### src/rtl/sprite_cmd_sender_pkg.sv
// Shared definitions for the sprite command bus: field layout, opcodes,
// request record and the word packer.
package sprite_cmd_pkg;

    localparam int COMP_W  = 6;
    localparam int CHILD_W = 5;
    localparam int COORD_W = 10;
    localparam int DATA_W  = 13;

    localparam int COMP_LSB  = 26;
    localparam int CHILD_LSB = 21;
    localparam int ACT_LSB   = 17;
    localparam int TYPE_LSB  = 14;
    localparam int TOG_BIT   = 13;

    localparam logic [3:0] ACT_UPDATE = 4'h1;
    localparam logic [3:0] ACT_TOGGLE = 4'hF;

    localparam logic [2:0] TYPE_NONE = 3'b000;
    localparam logic [2:0] TYPE_VIS  = 3'b001;
    localparam logic [2:0] TYPE_X    = 3'b010;
    localparam logic [2:0] TYPE_Y    = 3'b011;
    localparam logic [2:0] TYPE_ATTR = 3'b100;

    typedef struct packed {
        logic [COMP_W-1:0]  component;
        logic [CHILD_W-1:0] child;
        logic               visible;
        logic               flip;
        logic [COORD_W-1:0] x;
        logic [COORD_W-1:0] y;
        logic [COORD_W-1:0] attr;
    } sprite_req_t;

    typedef enum logic [2:0] {
        S_IDLE, S_VIS, S_XPOS, S_YPOS, S_ATTR, S_SCAN, S_DONE
    } state_t;

    // {component, child, action, type, toggle, data} from MSB to LSB
    function automatic logic [31:0] pack_cmd(
        input logic [COMP_W-1:0]  component,
        input logic [CHILD_W-1:0] child,
        input logic [3:0]         action,
        input logic [2:0]         act_type,
        input logic               toggle,
        input logic [DATA_W-1:0]  data
    );
        return {component, child, action, act_type, toggle, data};
    endfunction

endpackage

### src/rtl/sprite_cmd_sender_if.sv
// Host request, frame-commit and command-word signals of the sprite sender.
interface sprite_cmd_sender_if;
    logic        req_valid;
    logic        req_ready;
    logic [5:0]  req_component;
    logic [4:0]  req_child;
    logic        req_visible;
    logic        req_flip;
    logic [9:0]  req_x;
    logic [9:0]  req_y;
    logic [9:0]  req_attr;
    logic        commit;
    logic        commit_busy;
    logic        frame_done;
    logic        out_valid;
    logic        out_ready;
    logic [31:0] out_writedata;

    modport master (
        output req_valid, req_component, req_child, req_visible, req_flip,
               req_x, req_y, req_attr, commit, out_ready,
        input  req_ready, commit_busy, frame_done, out_valid, out_writedata
    );

    modport slave (
        input  req_valid, req_component, req_child, req_visible, req_flip,
               req_x, req_y, req_attr, commit, out_ready,
        output req_ready, commit_busy, frame_done, out_valid, out_writedata
    );
endinterface

### src/rtl/sprite_cmd_sender_fifo.sv
// Request FIFO: DEPTH entries of sprite_req_t, show-ahead read port.
import sprite_cmd_pkg::*;

module sprite_req_fifo #(
    parameter int DEPTH = 8
) (
    input  logic        clk,
    input  logic        reset,
    input  logic        wr_en,
    input  sprite_req_t wr_data,
    input  logic        rd_en,
    output sprite_req_t rd_data,
    output logic        full,
    output logic        empty
);
    localparam int AW = $clog2(DEPTH);

    sprite_req_t    mem [DEPTH];
    logic [AW:0]    wr_ptr, rd_ptr;
    logic           do_wr, do_rd;

    assign do_wr = wr_en && !full;
    assign do_rd = rd_en && !empty;

    always_ff @(posedge clk) begin
        if (reset) begin
            wr_ptr <= '0;
            rd_ptr <= '0;
        end else begin
            if (do_wr) wr_ptr <= wr_ptr + (AW+1)'(1);
            if (do_rd) rd_ptr <= rd_ptr + (AW+1)'(1);
        end
    end

    always_ff @(posedge clk) begin
        if (do_wr) mem[wr_ptr[AW-1:0]] <= wr_data;
    end

    assign rd_data = mem[rd_ptr[AW-1:0]];
    assign empty   = (wr_ptr == rd_ptr);
    // Extra pointer bit tells full from empty when the indices meet
    assign full    = (wr_ptr[AW] != rd_ptr[AW]) && (wr_ptr[AW-1:0] == rd_ptr[AW-1:0]);

endmodule

### src/rtl/sprite_cmd_sender.sv
// Serialises sprite updates into four command words each and, on frame commit,
// emits one buffer-toggle word per component touched during the frame.
import sprite_cmd_pkg::*;

module sprite_cmd_sender #(
    parameter int FIFO_DEPTH = 8,
    parameter int NUM_IDS    = 64
) (
    input logic                clk,
    input logic                reset,
    sprite_cmd_sender_if.slave bus
);
    localparam int ID_W = $clog2(NUM_IDS);

    state_t             state, state_nxt;
    sprite_req_t        fifo_wdata, fifo_rdata, work;
    logic               fifo_full, fifo_empty, fifo_wr, fifo_rd;
    logic               commit_pending;
    logic [NUM_IDS-1:0] touched, front_sel;
    logic [ID_W-1:0]    scan_id;
    logic               tog_loaded;
    logic               out_valid;
    logic [31:0]        out_data;
    logic               load_ok, out_hs;
    logic               out_load;
    logic [31:0]        out_load_data;
    logic               scan_start, scan_next, tog_set, tog_done;
    logic               work_b;

    assign fifo_wdata = '{component: bus.req_component, child: bus.req_child,
                          visible: bus.req_visible, flip: bus.req_flip,
                          x: bus.req_x, y: bus.req_y, attr: bus.req_attr};
    assign bus.req_ready = !fifo_full && !commit_pending;
    assign fifo_wr       = bus.req_valid && bus.req_ready;

    sprite_req_fifo #(.DEPTH(FIFO_DEPTH)) u_fifo (
        .clk     (clk),
        .reset   (reset),
        .wr_en   (fifo_wr),
        .wr_data (fifo_wdata),
        .rd_en   (fifo_rd),
        .rd_data (fifo_rdata),
        .full    (fifo_full),
        .empty   (fifo_empty)
    );

    assign out_hs  = out_valid && bus.out_ready;
    assign load_ok = !out_valid || bus.out_ready;
    assign work_b  = ~front_sel[work.component];

    always_ff @(posedge clk) begin
        if (reset) state <= S_IDLE;
        else       state <= state_nxt;
    end

    // Each sprite state names the word loaded next into the output register
    always_comb begin
        state_nxt     = state;
        fifo_rd       = 1'b0;
        out_load      = 1'b0;
        out_load_data = '0;
        scan_start    = 1'b0;
        scan_next     = 1'b0;
        tog_set       = 1'b0;
        tog_done      = 1'b0;
        case (state)
            S_IDLE: begin
                // Entries already queued belong to the frame being committed,
                // so they drain before the scan starts
                if (!fifo_empty) begin
                    fifo_rd   = 1'b1;
                    state_nxt = S_VIS;
                end else if (commit_pending) begin
                    scan_start = 1'b1;
                    state_nxt  = S_SCAN;
                end
            end
            S_VIS: if (load_ok) begin
                out_load      = 1'b1;
                out_load_data = pack_cmd(work.component, work.child, ACT_UPDATE, TYPE_VIS,
                                         work_b, {work.visible, work.flip, 11'd0});
                state_nxt     = S_XPOS;
            end
            S_XPOS: if (load_ok) begin
                out_load      = 1'b1;
                out_load_data = pack_cmd(work.component, work.child, ACT_UPDATE, TYPE_X,
                                         work_b, {3'd0, work.x});
                state_nxt     = S_YPOS;
            end
            S_YPOS: if (load_ok) begin
                out_load      = 1'b1;
                out_load_data = pack_cmd(work.component, work.child, ACT_UPDATE, TYPE_Y,
                                         work_b, {3'd0, work.y});
                state_nxt     = S_ATTR;
            end
            S_ATTR: if (load_ok) begin
                out_load      = 1'b1;
                out_load_data = pack_cmd(work.component, work.child, ACT_UPDATE, TYPE_ATTR,
                                         work_b, {3'd0, work.attr});
                state_nxt     = S_IDLE;
            end
            S_SCAN: begin
                if (!touched[scan_id]) begin
                    scan_next = 1'b1;
                end else if (!tog_loaded) begin
                    if (load_ok) begin
                        out_load      = 1'b1;
                        out_load_data = pack_cmd(COMP_W'(scan_id), '0, ACT_TOGGLE, TYPE_NONE,
                                                 ~front_sel[scan_id], '0);
                        tog_set       = 1'b1;
                    end
                end else if (bus.out_ready) begin
                    // Toggle word is still the one held in the output register
                    tog_done  = 1'b1;
                    scan_next = 1'b1;
                end
                if (scan_next && scan_id == ID_W'(NUM_IDS-1)) state_nxt = S_DONE;
            end
            S_DONE:  state_nxt = S_IDLE;
            default: state_nxt = S_IDLE;
        endcase
    end

    always_ff @(posedge clk) begin
        if (reset) begin
            work           <= '0;
            touched        <= '0;
            front_sel      <= '0;
            commit_pending <= 1'b0;
            scan_id        <= '0;
            tog_loaded     <= 1'b0;
            out_valid      <= 1'b0;
            out_data       <= '0;
        end else begin
            if (fifo_rd) begin
                work                         <= fifo_rdata;
                touched[fifo_rdata.component] <= 1'b1;
            end
            if (tog_done) begin
                touched[scan_id]   <= 1'b0;
                front_sel[scan_id] <= ~front_sel[scan_id];
            end
            if (state == S_DONE)  commit_pending <= 1'b0;
            else if (bus.commit)  commit_pending <= 1'b1;
            if (scan_start)      scan_id <= '0;
            else if (scan_next)  scan_id <= scan_id + ID_W'(1);
            if (tog_set)       tog_loaded <= 1'b1;
            else if (tog_done) tog_loaded <= 1'b0;
            if (out_load) begin
                out_valid <= 1'b1;
                out_data  <= out_load_data;
            end else if (out_hs) begin
                out_valid <= 1'b0;
            end
        end
    end

    assign bus.out_valid     = out_valid;
    assign bus.out_writedata = out_data;
    assign bus.frame_done    = (state == S_DONE);
    assign bus.commit_busy   = commit_pending || state == S_SCAN || state == S_DONE;

endmodule

### src/flat_wrapper.sv
// flat-port wrapper written by rule: the top's interface ports become plain ports
module sprite_cmd_sender_flat 
#(
    parameter int FIFO_DEPTH = 8,
    parameter int NUM_IDS    = 64
)
  (clk, reset, bus_req_valid, bus_req_component, bus_req_child, bus_req_visible, bus_req_flip, bus_req_x, bus_req_y, bus_req_attr, bus_commit, bus_out_ready, bus_req_ready, bus_commit_busy, bus_frame_done, bus_out_valid, bus_out_writedata);
  sprite_cmd_sender_if bus_i ();
  input logic clk;
  input logic reset;
  input wire logic [$bits(bus_i.req_valid)-1:0] bus_req_valid;
  input wire logic [$bits(bus_i.req_component)-1:0] bus_req_component;
  input wire logic [$bits(bus_i.req_child)-1:0] bus_req_child;
  input wire logic [$bits(bus_i.req_visible)-1:0] bus_req_visible;
  input wire logic [$bits(bus_i.req_flip)-1:0] bus_req_flip;
  input wire logic [$bits(bus_i.req_x)-1:0] bus_req_x;
  input wire logic [$bits(bus_i.req_y)-1:0] bus_req_y;
  input wire logic [$bits(bus_i.req_attr)-1:0] bus_req_attr;
  input wire logic [$bits(bus_i.commit)-1:0] bus_commit;
  input wire logic [$bits(bus_i.out_ready)-1:0] bus_out_ready;
  output wire logic [$bits(bus_i.req_ready)-1:0] bus_req_ready;
  output wire logic [$bits(bus_i.commit_busy)-1:0] bus_commit_busy;
  output wire logic [$bits(bus_i.frame_done)-1:0] bus_frame_done;
  output wire logic [$bits(bus_i.out_valid)-1:0] bus_out_valid;
  output wire logic [$bits(bus_i.out_writedata)-1:0] bus_out_writedata;
  assign bus_i.req_valid = bus_req_valid;
  assign bus_i.req_component = bus_req_component;
  assign bus_i.req_child = bus_req_child;
  assign bus_i.req_visible = bus_req_visible;
  assign bus_i.req_flip = bus_req_flip;
  assign bus_i.req_x = bus_req_x;
  assign bus_i.req_y = bus_req_y;
  assign bus_i.req_attr = bus_req_attr;
  assign bus_i.commit = bus_commit;
  assign bus_i.out_ready = bus_out_ready;
  assign bus_req_ready = bus_i.req_ready;
  assign bus_commit_busy = bus_i.commit_busy;
  assign bus_frame_done = bus_i.frame_done;
  assign bus_out_valid = bus_i.out_valid;
  assign bus_out_writedata = bus_i.out_writedata;
  sprite_cmd_sender #(.FIFO_DEPTH(FIFO_DEPTH), .NUM_IDS(NUM_IDS)) u_core (.clk(clk), .reset(reset), .bus(bus_i));
endmodule
### config.mk
export PLATFORM = sky130hd
export DESIGN_NAME = sprite_cmd_sender_flat
export DESIGN_NICKNAME = d
export VERILOG_FILES = /design/src/rtl/sprite_cmd_sender_pkg.sv /design/src/rtl/sprite_cmd_sender_if.sv /design/src/rtl/sprite_cmd_sender_fifo.sv /design/src/rtl/sprite_cmd_sender.sv /design/src/flat_wrapper.sv
export SDC_FILE = /design/constraint.sdc
export NUM_CORES = 1
export LEC_CHECK = 0
export ABC_AREA = 1
export ABC_CLOCK_PERIOD_IN_PS = 5100
export BUFFER_PORTS_ARGS = -buffer_cell sky130_fd_sc_hd__buf_4
export CAP_MARGIN = 20
export CORE_MARGIN = 4
export CORE_UTILIZATION = 35
export CTS_BUF_LIST = sky130_fd_sc_hd__clkbuf_2 sky130_fd_sc_hd__clkbuf_4 sky130_fd_sc_hd__clkbuf_8
export DETAILED_ROUTE_END_ITERATION = 6
export SYNTH_ARGS = -nofsm -noshare
export SYNTH_HDL_FRONTEND = slang
export SYNTH_SLANG_ARGS = --single-unit
### constraint.sdc
create_clock -name clk -period 5.1 [get_ports clk]
set_input_delay 0.255 -clock clk [delete_from_list [all_inputs] [get_ports clk]]
set_output_delay 0.255 -clock clk [all_outputs]
set_load 0.1 [all_outputs]
==> results of run 1 <==
==> power by group <==
group          internal [mW]  switching, mW  leakage (nW)
Combinational          0.984           2.87          4.87
Sequential              5.20          0.338          4.92
Clock                   2.50           1.89          1.07
Total                   8.68           5.09          10.9
==> metrics by stage <==
step                  util  worst slack, ns
floorplan                -           0.9761
global placement    0.3770            1.519
detailed placement  0.3771            1.470
CTS                 0.4138            1.448
global route        0.4140            1.112
finish              0.4140            1.380
==> worst max-delay path: stages, from the launching register on <==
cell and delay [ns]:
dfxtp_1 0.82, inv_2 0.33, nor2_1 0.73, nand3_1 0.17
nand2_1 0.11, o21ai_0 0.09, nand2_1 0.08, nor2_1 0.06
nand2_4 0.12, nand2_4 0.20, inv_2 0.11, buf_4 0.44
nand4_1 0.14, a21oi_1 0.19
==> worst max path at each step <==
stage,from,to,slack [ns],cells past startpoint
floorplan,u_core.u_fifo.wr_ptr[2]$_SDFFE_PP0P_,u_core.u_fifo.wr_ptr[3]$_SDFFE_PP0P_,0.98,11
global placement,u_core.scan_id[1]$_SDFFE_PP0P_,u_core.front_sel[63]$_SDFFE_PP0P_,1.52,15
detailed placement,u_core.scan_id[1]$_SDFFE_PP0P_,u_core.front_sel[9]$_SDFFE_PP0P_,1.47,13
CTS,u_core.scan_id[1]$_SDFFE_PP0P_,u_core.front_sel[9]$_SDFFE_PP0P_,1.45,13
global route,u_core.scan_id[1]$_SDFFE_PP0P_,u_core.front_sel[37]$_SDFFE_PP0P_,1.11,13
finish,u_core.scan_id[1]$_SDFFE_PP0P_,u_core.front_sel[9]$_SDFFE_PP0P_,1.38,13
==> sequential cells by signal (all words and copies together) (netlist names), named ones only <==
| signal | count |
|---|---|
| u_core.bus.out_valid | 1 |
| u_core.work | 43 |
| u_core.commit_pending | 1 |
| u_core.bus.out_writedata | 29 |
| u_core.touched | 64 |
| u_core.u_fifo.wr_ptr | 4 |
| u_core.u_fifo.rd_ptr | 4 |
| u_core.front_sel | 64 |
| u_core.tog_loaded | 1 |
| u_core.scan_id | 6 |
| u_core.state | 3 |
| u_core.u_fifo.mem | 344 |
==> cell families (layout without fill, tap and decap cells) <==
group,after synthesis,in the layout,share of synthesized area
AO/OA/AOI/OAI,630,630,0.1383
buffers and inverters,375,546,0.06176
adder cells (fa/ha/maj),3,3,0.001533
XOR/XNOR,3,3,0.001073
multiplexers,1,1,0.0004087
flip-flops,567,567,0.6040
AND/OR/NAND/NOR,1158,1158,0.1927
other,1,3,0.0001531
==> layout make-up <==
type                       count  area [sq um]  share of cell area
antenna                        2         5.005           0.0001753
inverter                     199         752.0             0.02634
sequential                   567         14800              0.5187
clock buffer                 129          1594             0.05585
tap                          931          1165             0.04081
multi-input combinational   1796          8278              0.2900
timing repair buffer         180          1481             0.05190
clock inverter                38         464.2             0.01626
==> cell usage after synthesis <==
cell type	number
nor4_1	2
nand3b_1	3
a21oi_1	130
dfxtp_1	223
buf_1	8
clkbuf_1	126
o21ai_0	321
inv_2	6
o211ai_1	47
nand2_1	677
nand4_1	51
a31oi_1	37
nor3b_1	1
a211oi_1	2
buf_2	27
nor3_1	12
o21bai_1	1
nand3_4	1
nand2_2	1
mux2i_1	1
nand2_4	2
nand3_1	125
inv_1	191
clkinv_1	2
and2_1	1
nor3_2	1
buf_6	4
nor2_1	277
o22ai_1	45
nor2_4	1
ha_1	3
o21a_1	3
buf_4	11
xor2_1	3
conb_1	1
nor2_2	3
o21ai_1	44
edfxtp_1	344
==> layer usage <==
layer / wire, microns / vias to the layer above / track usage
met4: 2217 / 2 / 0.06372
met3: 4581 / 151 / 0.03082
met1: 30410 / 9435 / 0.2484
met2: 34760 / 697 / 0.3201
li1: - / 9522 / -
met5: 7 / - / 0
==> reports/results.tsv, run 1 <==
stage	metric	value	unit
timing	final setup fails	0	
timing	Post-Route Setup TNS	0	ns
timing	minimum clock period	3.720	ns
clocking	Clock Latency Late Sink	0.70	ns
setup_path	Reg2Reg Setup Slack	1.38	ns
setup_path	CP Launch Type	flop	
setup_path	Critical Path End Type	flop	
clocking	setup bufs post-CTS	0	
timing	Max-slew headroom	0.2530	
synthesis	count of cell types in the netlist	38	
layout	area delta synth->final	16.54	%
power_and_ir_drop	VDD IR max	0.3315	mV
global_routing	GRT Overall Usage	0.1893	
timing	unrepaired setup endpoints after global routing	false	
synthesis	Syn. warnings	0	
clocking	hold-fix buffers at CTS	47	
synthesis	top-area cell type share of the netlist area	0.4217	
setup_path	R2R Path Start	u_core.scan_id[1]$_SDFFE_PP0P_	
layout	fin nets	2887	
synthesis	Area contributors post-synth	edfxtp_1 (42%), dfxtp_1 (18%), nand2_1 (10%), o21ai_0 (6.6%), nor2_1 (4.2%)	
outcome	status	completed	
run	max-cap violations	0	
detailed_routing	WL/cell	18.73	microns
timing	Final period util	0.7295	
power_and_ir_drop	Power, Total	13.78	mW
global_routing	vias in the first global route	18910	
global_routing	initial antenna violation count	2	
synthesis	leading area contributor after synthesis	edfxtp_1	
timing	Pins Over Slew Limit	0	
setup_path	worst r2r path cells	13	
synthesis	sequential area share after synthesis	0.6040	
setup_path	worst reg2reg endpoint	u_core.front_sel[9]$_SDFFE_PP0P_	
clocking	CTS tree	built	
detailed_routing	Avg Vias per Cell	5.155	
floorplanning	Core Area	68950	sq um
clocking	deepest clock path buffer count	3	
timing	Hold WS	0.3413	ns
layout	most frequent cells in the layout	nand2_1 (677), edfxtp_1 (344), o21ai_0 (321)	
synthesis	Syn Area/Cell	8.946	sq um
global_routing	first-pass GRT wire length	111.1	mm
clocking	clk root buf	clkbuf_8	
detailed_routing	drt total wl	71.98	mm
placement	I/O Buffers	82	
detailed_routing	First DRT Iteration DRCs	1912	
global_routing	largest net degree at the start of global routing	93	
clocking	Resized Gates After CTS	0	
placement	Routability Congestion	0.8787	
floorplanning	initial core utilization	0.3553	
setup_path	critical path arrival	4.31	ns
timing	Max Fclk	0.2688	GHz
synthesis	cell count after synthesis	2738	
worst_hold_path	hold_sp	bus_req_attr[3]	
setup_path	critical path required time	5.69	ns
setup_path	CP Class	flop to flop	
detailed_routing	DR pass1 iterations	6	
placement	Inst Count DP	3625	
layout	share of cells above drive strength 1	0.1107	
worst_hold_path	Min-Delay Path Class	primary input to flop	
floorplanning	die area	74280	sq um
floorplanning	die height	272.5	microns
global_routing	total grt overflow	0	
power_and_ir_drop	leakage	10.86	nW
clocking	Clock transition at path regs	0.07	ns
timing	Fin. Hold Viols	0	
worst_hold_path	hold endpoint	u_core.u_fifo.mem[6][3]$_DFFE_PP_	
timing	Worst Max-Slew Pin Slew	1.119	ns
detailed_routing	via count	19810	
clocking	Clock Sinks	567	
synthesis	mapped cell area	24490	sq um
detailed_routing	DRC Markers	0	
floorplanning	num rows	96	
placement	Cell Area, Placed	26000	sq um
synthesis	flops & latches, synth	567	
synthesis	Syn Nets	2789	
clocking	CTS H-tree depth	3	
layout	final instance area	28540	sq um
layout	non-filler instance count after layout	3842	
power_and_ir_drop	Power Density	482.7	nW/um^2
layout	Fillers	6897	
timing	Clock Skews	0.04651	ns
placement	detailed placement HPWL	42.96	mm
detailed_routing	antenna-violating nets left	0	
clocking	Num CTS Buffers	92	
worst_hold_path	WHS Path Cells	2	
layout	commonest non-fill, non-tap cell in the layout	nand2_1	
setup_path	worst-path maximum fanout	46	
floorplanning	Die W	272.5	microns
floorplanning	I/O pins	84	
Note: power is estimated with default switching activity, not from simulation.
==> inputs of run 2 (changes only) <==
- ABC_AREA: 1 -> 0
- ABC_CLOCK_PERIOD_IN_PS: 5100 -> 3600
- clock period: 5.1 -> 3.6 ns (I/O delays scaled with it)
==> reports/results.tsv, run 2 <==
stage	metric	value	unit	change
timing	Max Fclk	0.3113	GHz	+16%
clocking	Num CTS Buffers	94		+2.2%
synthesis	Syn Area/Cell	14.45	sq um	+62%
timing	Clock Skews	0.03150	ns	-0.01501 ns
clocking	Clock transition at path regs	0.07	ns	about the same
detailed_routing	DRC Markers	0		unchanged
synthesis	main flop type after synthesis	edfxtp_1		
floorplanning	die height	268.8	microns	-1.4%
synthesis	FFs w/ async S/R, synth	0		unchanged
timing	minimum clock period	3.212	ns	-0.5083 ns
synthesis	Post-synth EDFFs	344		unchanged
timing	Worst Max-Slew Pin Slew	1.128	ns	+0.009096 ns
power_and_ir_drop	VDD IR max	0.5454	mV	+65%
synthesis	count leader, synth	edfxtp_1		
detailed_routing	drt total wl	62.53	mm	-13%
setup_path	worst r2r path cells	9		-4
timing	unrepaired setup endpoints after global routing	false		
setup_path	Max stage delay on crit path	0.73	ns	-0.09 ns
global_routing	GR peak layer	met2		
layout	Final Util	0.4193		+0.005305
setup_path	R2R Path Start	u_core.scan_id[1]$_SDFFE_PP0P_		
power_and_ir_drop	leakage	9.115	nW	-16%
placement	Cell Area, Placed	25810	sq um	-0.74%
clocking	setup bufs post-CTS	0		unchanged
layout	area delta synth->final	18.54	%	
layout	max FFs per register	344		unchanged
synthesis	count of cell types in the netlist	61		+61%
power_and_ir_drop	Power Density	615.5	nW/um^2	+28%
setup_path	worst-path maximum fanout	32		-30%
power_and_ir_drop	Comb power frac	0.219		-0.061
global_routing	met2 usage	0.2795		-0.04060
clocking	CTS tree	built		
layout	Fillers	6170		-11%
floorplanning	initial core utilization	0.3537		-0.001527
layout	most frequent cells in the layout	edfxtp_1 (344), dfxtp_1 (219), buf_4 (142)		
layout	final instance area	28210	sq um	-1.2%
setup_path	worst reg2reg endpoint	u_core.front_sel[11]$_SDFFE_PP0P_		
detailed_routing	DR pass1 iterations	5		-1
detailed_routing	antenna-violating nets left	0		unchanged
timing	Fin. Hold Viols	0		unchanged
setup_path	crit-path most repeated cell	buf_4		
placement	Routability Congestion	0.9324		+6.1%
clocking	CTS H-tree depth	3		unchanged
synthesis	top-area cell type share of the netlist area	0.4341		+0.01233
layout	commonest non-fill, non-tap cell in the layout	edfxtp_1		
timing	Max-slew headroom	0.2420		-0.01103
global_routing	largest net degree at the start of global routing	90		-3.2%
setup_path	critical path's slowest cell	dfxtp_1		
layout	antenna diode count	0		-2
power_and_ir_drop	Switching Fraction	0.3135		-0.05623
detailed_routing	WL/cell	22.63	microns	+21%
setup_path	CP Class	flop to flop		
run	max-cap violations	0		unchanged
synthesis	mapped cell area	23800	sq um	-2.8%
setup_path	crit path from	u_core.scan_id[1]$_SDFFE_PP0P_		
power_and_ir_drop	Power, Total	17.36	mW	+26%
global_routing	GRT Overall Usage	0.1733		-0.01606
setup_path	CP Launch Type	flop		
clocking	Clock Sinks	567		unchanged
detailed_routing	via count	14950		-25%
synthesis	flops & latches, synth	567		unchanged
global_routing	vias in the first global route	15330		-19%
power_and_ir_drop	Int Power	11.92	mW	+37%
power_and_ir_drop	Sw Pwr	5.443	mW	+6.9%
synthesis	cell count after synthesis	1647		-40%
clocking	clk root buf	clkbuf_8		
global_routing	initial antenna violation count	2		unchanged
global_routing	met3 GRT Util	0.04517		+0.01435
synthesis	Area contributors post-synth	edfxtp_1 (43%), dfxtp_1 (19%), mux4_2 (12%), mux2i_1 (5.8%), a21oi_1 (2.0%)		
timing	Pins Over Slew Limit	0		unchanged
setup_path	Critical Path End Type	flop		
setup_path	Critical Path End	u_core.front_sel[11]$_SDFFE_PP0P_		
timing	Hold WS	0.2580	ns	-0.08333 ns
power_and_ir_drop	Sequential Power Share	0.448		+0.046
synthesis	Syn. warnings	0		unchanged
floorplanning	I/O pins	84		unchanged
global_routing	total grt overflow	0		unchanged
synthesis	leading area contributor after synthesis	edfxtp_1		
placement	I/O Buffers	82		unchanged
setup_path	crit path cell chain	buf_4, mux2_2, a22oi_1, o221ai_1, a221o_1, a21oi_1, nand2b_2, buf_4, mux2i_1		
timing	Final period util	0.8922		+0.1627
timing	Post-Route Setup TNS	0	ns	unchanged
placement	detailed placement HPWL	39.00	mm	-9.2%
setup_path	Critical Path Stages	9		-4
synthesis	Syn Nets	1698		-39%
clocking	Clock Latency Late Sink	0.70	ns	about the same
clocking	deepest clock path buffer count	3		unchanged
floorplanning	num rows	95		-1.0%
setup_path	critical path arrival	3.81	ns	-0.50 ns
layout	fin nets	1870		-35%
worst_hold_path	Min-Delay Path Class	primary input to flop		
synthesis	sequential area share after synthesis	0.6217		+0.01766
outcome	status	completed		
synthesis	Post-synth top cells	edfxtp_1 (344), dfxtp_1 (223), mux2i_1 (138)		
detailed_routing	First DRT Iteration DRCs	969		-49%
timing	final setup fails	0		unchanged
detailed_routing	Avg Vias per Cell	5.412		+5.0%
setup_path	buffers plus inverters on the worst setup path	2		-1
setup_path	Reg2Reg Setup Slack	0.39	ns	-0.99 ns
setup_path	CP top delay family	compound AO/OA/AOI/OAI gates		
floorplanning	die area	72230	sq um	-2.8%
floorplanning	Die W	268.8	microns	-1.4%
global_routing	first-pass GRT wire length	95.30	mm	-14%
floorplanning	Core Area	67280	sq um	-2.4%
global_routing	met1 usage	0.2274		-0.02106
power_and_ir_drop	clock network power share	0.333		+0.015
setup_path	critical path required time	4.20	ns	-1.49 ns
layout	share of cells above drive strength 1	0.2661		+0.1554
==> run 2: cell types whose count changed in the layout (fill, tap and decap cells not counted), moves of 42 or more <==
cell      delta
nand2_1    -633
o21ai_0    -305
inv_1      -174
nor2_1     -172
mux2i_1    +137
mux4_2     +123
nand3_1     -91
nand2b_1    +71
o211ai_1    -46
o21ai_1     -44
a211oi_1    +43
o22ai_1     -42
==> run 2: power by group through the flow <==
stage          clock, mW  combinational, mW  sequential, mW
2_1_floorplan          0               2.37            8.15
3_5_place_dp           0               3.80            7.90
4_1_cts             5.93               3.85            7.77
3_3_place_gp           0               3.75            7.89
5_1_grt             6.24               4.12            7.82
6_report            5.78               3.81            7.78
==> run 2: per-stage QoR <==
stage	setup slack (ns)	std cells
global placement	0.5032	2548
CTS	0.4517	2763
global route	0.1904	2763
floorplan	0.01514	1647
finish	0.3881	2763
detailed placement	0.4677	2549
==> run 2: metal layers <==
| layer | vias to the layer above | share of wire |
|---|---|---|
| li1 | 6763 | - |
| met1 | 7515 | 0.42 |
| met2 | 532 | 0.48 |
| met4 | 4 | 0.033 |
| met5 | - | 0.00043 |
| met3 | 138 | 0.072 |
==> run 2: cell type report <==
cell class	instances	area, sq um	share of cell area
clock buffers	139	1700	0.06028
clock inverters	28	227.7	0.008072
well taps	873	1092	0.03872
flip-flops and latches	567	14810	0.5250
multi-input cells	936	8492	0.3010
inverters	16	60.06	0.002129
repair buffers	204	1828	0.06480
==> run 2: cells by family after synthesis <==
logic type	synth area share
flip-flops	0.6217
AND/OR/NAND/NOR	0.1048
adder cells (fa/ha/maj)	0.001577
other	0.0001576
buffers and inverters	0.02818
multiplexers	0.1787
XOR/XNOR	0.004416
AO/OA/AOI/OAI	0.06052
==> run 2: what timing repair did <==
| item | in CTS | in global routing |
|---|---|---|
| resized for setup | 0 | 0 |
| endpoints found under the hold margin | 382 | 0 |
| hold buffers | 47 | 0 |
==> run 2: worst min path at each step <==
| stage | slack, ns | end | cells after the start | startpoint |
|---|---|---|---|---|
| after floorplan | 0.28 | u_core.u_fifo.mem[0][0]$_DFFE_PP_ | 0 | bus_req_attr[0] |
| after global placement | 0.41 | u_core.u_fifo.mem[1][10]$_DFFE_PP_ | 1 | bus_req_y[0] |
| after detailed placement | 0.42 | u_core.u_fifo.mem[6][21]$_DFFE_PP_ | 1 | bus_req_x[1] |
| after CTS | 0.19 | u_core.u_fifo.mem[1][28]$_DFFE_PP_ | 2 | bus_req_x[8] |
| after global routing | 0.21 | u_core.u_fifo.mem[7][28]$_DFFE_PP_ | 2 | bus_req_x[8] |
| final | 0.26 | u_core.u_fifo.mem[5][20]$_DFFE_PP_ | 2 | bus_req_x[0] |
